<file path="config.mk">
export PLATFORM = sky130hd
export DESIGN_NAME = encap_packet
export DESIGN_NICKNAME = d
export VERILOG_FILES = /design/src/rtl/router_pkg.sv /design/src/rtl/encap_packet.sv
export SDC_FILE = /design/constraint.sdc
export NUM_CORES = 2
export LEC_CHECK = 0
export BUFFER_PORTS_ARGS = -buffer_cell sky130_fd_sc_hd__buf_2
export CAP_MARGIN = 10
export CORE_AREA = 2 2 431 433
export DETAILED_ROUTE_END_ITERATION = 12
export DIE_AREA = 0 0 433 435
export PLACE_DENSITY_LB_ADDON = 0.2
export SKIP_LAST_GASP = 1
export SYNTH_ARGS = -nofsm -noshare
export SYNTH_HDL_FRONTEND = slang
export SYNTH_SLANG_ARGS = --single-unit
</file>
<file path="constraint.sdc">
create_clock -name clk -period 2.3 [get_ports clk]
set_input_delay 0.46 -clock clk [delete_from_list [all_inputs] [get_ports clk]]
set_output_delay 0.46 -clock clk [all_outputs]
set_load 0.01 [all_outputs]
</file>
<file path="src/rtl/router_pkg.sv">
// Shared widths, encap constants and FSM state type for the router TX path.
// ENCAP_MAGIC is only used when ENCAP_HEADER_EN is defined.
package router_pkg;

   localparam int DATA_WIDTH        = 1024;
   localparam int ADDR_WIDTH        = 10;
   localparam int DATA_DFX_WIDTH    = DATA_WIDTH + ADDR_WIDTH;
   localparam int AURORA_DATA_WIDTH = 64;

   localparam int BEATS_PER_PKT =
      (DATA_DFX_WIDTH + AURORA_DATA_WIDTH - 1) / AURORA_DATA_WIDTH;

   localparam logic [15:0] ENCAP_MAGIC = 16'hDFC0;

   typedef enum logic [1:0] {
      IDLE = 2'd0,
      HDR  = 2'd1,
      SEND = 2'd2
   } state_t;

endpackage

</file>
<file path="src/rtl/encap_packet.sv">
// Serialises one DFX word into LSB-first Aurora beats over valid/ready/last.
// Define ENCAP_HEADER_EN to prepend a {magic, beats, seq} header beat.
import router_pkg::*;

module encap_packet #(
   parameter int DATA_WIDTH        = router_pkg::DATA_WIDTH,
   parameter int ADDR_WIDTH        = router_pkg::ADDR_WIDTH,
   parameter int DATA_DFX_WIDTH    = DATA_WIDTH + ADDR_WIDTH,
   parameter int AURORA_DATA_WIDTH = router_pkg::AURORA_DATA_WIDTH
) (
   input  logic                         clk,
   input  logic                         rst,
   input  logic [DATA_DFX_WIDTH-1:0]    data_dfx_send,
   input  logic                         valid_dfx_send,
   output logic                         ready_dfx_send,
   output logic [AURORA_DATA_WIDTH-1:0] tx_tdata,
   output logic                         tx_tvalid,
   input  logic                         tx_tready,
   output logic                         tx_tlast,
   output logic                         done_encap_pkt,
   output logic                         busy
);

   localparam int AW    = AURORA_DATA_WIDTH;
   localparam int BEATS = (DATA_DFX_WIDTH + AW - 1) / AW;
   localparam int PADW  = BEATS * AW;
   localparam int CW    = (BEATS > 1) ? $clog2(BEATS) : 1;
   localparam logic [CW-1:0] LAST = CW'(BEATS - 1);

`ifdef ENCAP_HEADER_EN
   localparam state_t FIRST = HDR;
`else
   localparam state_t FIRST = SEND;
`endif

   state_t          state;
   state_t          state_nx;
   logic [PADW-1:0] sreg;
   logic [CW-1:0]   beat_cnt;
   logic            done_q;
   logic            in_send;
   logic            last_hs;
   logic            accept;

   assign in_send = (state == SEND);
   assign last_hs = in_send && (beat_cnt == LAST) && tx_tready;
   assign accept  = valid_dfx_send && ready_dfx_send;

   always_ff @(posedge clk) begin
      if (rst) state <= IDLE;
      else     state <= state_nx;
   end

   always_comb begin
      state_nx = state;
      unique case (state)
         IDLE: if (accept) state_nx = FIRST;
         HDR:  if (tx_tready) state_nx = SEND;
         SEND: if (last_hs) state_nx = accept ? FIRST : IDLE;
         default: state_nx = IDLE;
      endcase
   end

   // Beat 0 sits in the low lane; each handshake shifts the next one down.
   always_ff @(posedge clk) begin
      if (rst) begin
         sreg     <= '0;
         beat_cnt <= '0;
         done_q   <= 1'b0;
      end else begin
         done_q <= last_hs;
         if (accept) begin
            sreg     <= PADW'(data_dfx_send);
            beat_cnt <= '0;
         end else if (in_send && tx_tready) begin
            sreg     <= sreg >> AW;
            beat_cnt <= (beat_cnt == LAST) ? '0 : beat_cnt + 1'b1;
         end
      end
   end

`ifdef ENCAP_HEADER_EN
   logic [31:0] pkt_seq;

   always_ff @(posedge clk) begin
      if (rst)          pkt_seq <= '0;
      else if (last_hs) pkt_seq <= pkt_seq + 32'd1;
   end
`endif

   always_comb begin
      ready_dfx_send = !rst && ((state == IDLE) || last_hs);
      tx_tvalid      = !rst && ((state == SEND) || (state == HDR));
      tx_tlast       = !rst && in_send && (beat_cnt == LAST);
      busy           = !rst && in_send;
      done_encap_pkt = !rst && done_q;
      tx_tdata       = rst ? '0 : sreg[AW-1:0];
`ifdef ENCAP_HEADER_EN
      if (!rst && state == HDR)
         tx_tdata = AW'({ENCAP_MAGIC, 16'(BEATS), pkt_seq});
`endif
   end

endmodule
</file>
==> impl.org <==
** Detailed routing
- Wires add up to 221600 um.
- Dividing the detail-routed wire length by the instance count gives 22.84 um.
- Via count normalized by instance count :: 4.940
- Initial detailed-routing violation count :: 3950
- DR vias :: 47920
- First-pass DRT Iterations :: 6
- DRC violation count after routing :: 0
- DRT antenna net count :: 0

** Power and ir drop
- Flop pwr share :: 41.5%
- Power comes to 50.20 mW.
- In this run switching power makes up 27.70% of total power.
- Switching component of the power :: 13.91 mW
- The internal portion of the total power is 36.29 mW.
- Leakage component of the power :: 29.80 nW
- Across the VDD grid, the largest voltage drop is 557.1 uV.
- Of the total power, the clock network draws 41.3%.
- Power spread over the standard cell area amounts to 695.8 mW/mm^2.
- Fraction of power consumed by combinational cells :: 17.2%

** Worst setup path
- Library cell contributing the largest single delay on the critical path :: sky130_fd_sc_hd__dfxtp_2
- Of all nets on the critical path, the largest fanout is 2.
- On the worst path, the slowest cell contributes a delay of 320 ps.
- Data on the critical path arrives at its endpoint at 1930 ps.
- The worst setup path is captured at an output pin.
- Walking the worst path, the cells encountered are inv_2 -> ha_4 -> and4bb_4 -> nand2_2 -> a21oi_2 -> buf_6.
- Data required time of the worst path :: 1840 ps
- The worst setup path is launched from a register.
- Category of the most critical setup path :: register to output pin
- Measured in cells, the most critical reg-to-reg path has a length of 8.

** CTS
- Clock sink count :: 1041
- TritonCTS built the clock tree.
- In this run the deepest clock path goes through 3 buffers.
- Buffer cell driving the clock tree root :: sky130_fd_sc_hd__clkbuf_16
- Total CTS buffers :: 131
- Clock latency on the worst-skew pair, taken at its later pin, is 790 ps.
- After clock tree synthesis, the clock-pin slew on the worst setup and hold paths is 60 ps.
- The clock tree synthesis step divided the H-tree into 4 levels.

** Run status
- The checks that failed: negative setup slack.
- Run status :: finished with violations

** Synthesis
- Synthesis inferred 1041 register bits.
- After synthesis, the share of flip-flops with an asynchronous set or reset is 0%.
- Cell Area, Synth :: 0.05123 mm^2
- Yosys mapped a number of flops with a built-in enable equal to 0.
- The number of nets in the synthesized netlist is 6472.
- Synthesis produced a netlist whose cell count is 5432.
- The most used flip-flop cell after synthesis is sky130_fd_sc_hd__dfxtp_1.
- Of the synthesized area, sequential elements account for 40.68%.
- A synthesized cell averages 9.431 um^2.
- Yosys printed 0 warnings.
- Counting distinct cell types in the post-synthesis netlist gives 42.

** Final layout
- Cell Count, Final, Fillers Out :: 9700
- Leaving out fill and tap cells, the most frequent cell in the layout is sky130_fd_sc_hd__buf_2.
- Area of combinational cells with multiple inputs :: 0.02573 mm^2
- Count of filler cells inserted in the layout :: 18471
- Across the whole layout, storage elements account for 0.02085 mm^2.
- From synthesis to final layout, the design area changed by 40.83%.
- The top cell types in the final layout, fill and taps aside, are sky130_fd_sc_hd__buf_2 (1101), sky130_fd_sc_hd__dfxtp_1 (1038), sky130_fd_sc_hd__a21oi_1 (912).
- Number of nets at the end of the flow :: 8089
- Fraction of final layout cells sized beyond drive strength 1 :: 37.01%

** Die
- Die W :: 433 um
- Starting utilization of the core area :: 27.83%
- 1107 I/O pins were placed.
- The die is 435 um tall.
- After floorplanning, the core was divided into 158 placement rows.
- The core region is 0.1840 mm^2.
- The floorplan step defined a die boundary enclosing 0.1884 mm^2.

** STA
- Max frequency :: 418.3 MHz
- Across all setup checks in the final design, the least slack found is -90.71 ps.
- Min Tclk post-route :: 2391 ps
- Setup violations remaining at the end of the flow were counted as 2.
- RSZ-0062 raised after global routing :: true
- Worst Hold Margin :: 57.92 ps
- For the final database, setup skew stands at 36.07 ps.
- Max-slew violation count :: 0
- Period utilization :: 103.9%
- Final count of hold timing violations :: 0
- Transition time at the pin with the least slew margin :: 916.8 ps
- Normalized max-slew margin :: 38.88%

** Placed design
- Cell count after placement :: 8604
- Post-DP HPWL :: 160800 um
- Port buffering added 1106 buffers.
- Final estimated routing congestion in global placement :: 0.8842

** Flow run
- Across the run, the number of max-cap violations was 0.

** Global route
- The initial antenna violation count was 108.
- First-pass GRT wire length :: 318700 um
- Maximum number of pins on one net before global-route repair :: 189
- Vias in the first global route :: 47106
- For this run the aggregate overflow at the end of global routing stands at 0.
- Across every metal layer, demand over resource in global routing totals 22.47%.

** Min path
- Along the worst hold path, the cell count comes to 3.
- Class of the worst hold path :: input port to register
kinds of logic (layout without fill, tap and decap cells):
group	after synthesis	after routing	share of synthesized area [%]
flip-flops	1041	1041	40.68
XOR/XNOR	1	1	0.01710
AND/OR/NAND/NOR	861	861	9.484
AO/OA/AOI/OAI	1997	1997	31.21
adder cells (fa/ha/maj)	2	2	0.04884
multiplexers	376	376	9.279
buffers and inverters	1154	2869	9.281
other	0	73	0
timing repair:
action / CTS / global route
pin swaps: 2 / 2
endpoints found under the hold margin: 786 / 0
setup buffers: 7 / 1
endpoints found under the setup margin: 19 / 2
hold buffers: 785 / 0
resized for setup: 12 / 5
critical path: cells and delay by family (launching register included):
kind | cells | cell delay (ps)
buf+inv | 2 | 220
compound gates | 1 | 160
flops | 1 | 320
fa+ha+maj | 1 | 130
simple gates | 2 | 320
flip-flops by register name (all words and copies together) (netlist names):
signal    cells
done_q        1
sreg       1034
state         1
beat_cnt      5
metrics by stage:
stage | setup TNS [ps] | worst slack, ps | instance area (um^2) | util, %
after floorplan | 0 | 221.7 | 51230 | -
after global placement | 0 | 43.45 | 59720 | 32.45
after detailed placement | 0 | 15.51 | 59720 | 32.45
after CTS | -285.3 | -189.7 | 71940 | 39.09
after global routing | -346.0 | -197.3 | 72110 | 39.18
final | -146.2 | -90.71 | 72150 | 39.20
cell usage after synthesis, drive strengths merged, types with 2 or more instances:
| library cell | count | area share [%] |
|---|---|---|
| a21bo | 334 | 6.5 |
| a21oi | 913 | 8.9 |
| a221o | 64 | 1.3 |
| a22o | 22 | 0.38 |
| a22oi | 2 | 0.029 |
| and2 | 65 | 0.79 |
| buf | 251 | 2.7 |
| clkbuf | 326 | 2.4 |
| dfxtp | 1041 | 41 |
| ha | 2 | 0.049 |
| inv | 577 | 4.2 |
| mux2 | 334 | 8.4 |
| mux2i | 42 | 0.85 |
| nand2 | 44 | 0.32 |
| nand2b | 2 | 0.024 |
| nand3 | 337 | 3.3 |
| nand4 | 2 | 0.024 |
| nor2 | 4 | 0.029 |
| nor2b | 400 | 4.9 |
| nor3 | 2 | 0.020 |
| o21ai | 4 | 0.046 |
| o221a | 572 | 13 |
| o22a | 41 | 0.70 |
| o2bb2ai | 40 | 0.68 |
| or3 | 2 | 0.024 |
power groups by stage:
stage / registers, mW / clock network (mW) / logic (mW)
6_report: 20.8 / 20.8 / 8.63
5_1_grt: 20.9 / 21.9 / 9.34
3_5_place_dp: 21.2 / 0 / 7.35
4_1_cts: 20.8 / 21.2 / 8.63
2_1_floorplan: 20.5 / 0 / 4.91
3_3_place_gp: 21.2 / 0 / 7.25
metal layers:
layer  global-route usage [%]  routed length [um]  up-vias
li1                         -                   -    22860
met1                    27.91               93620    23131
met2                    37.93              108400     1508
met3                    4.251               11010      395
met4                    9.142                8354       26
met5                        0                 168        -
final cells by class:
cell class | instances | area share (%)
Sequential cell | 1041 | 28.89
Antenna cell | 73 | 0.2532
Timing Repair Buffer | 2061 | 21.96
Clock buffer | 203 | 5.348
Multi-Input combinational cell | 3237 | 35.66
Clock inverter | 28 | 0.5758
Tap cell | 2480 | 4.301
Inverter | 577 | 3.002
worst paths after layout:
path	from	endpoint	slack [ps]
max	beat_cnt[0]	ready_dfx_send	-90
min	data_dfx_send[383]	sreg[383]	60
max reg2reg	beat_cnt[1]	sreg[104]	80
min reg2reg	sreg[64]	sreg[0]	480
Note: power is estimated with default switching activity, not from simulation.
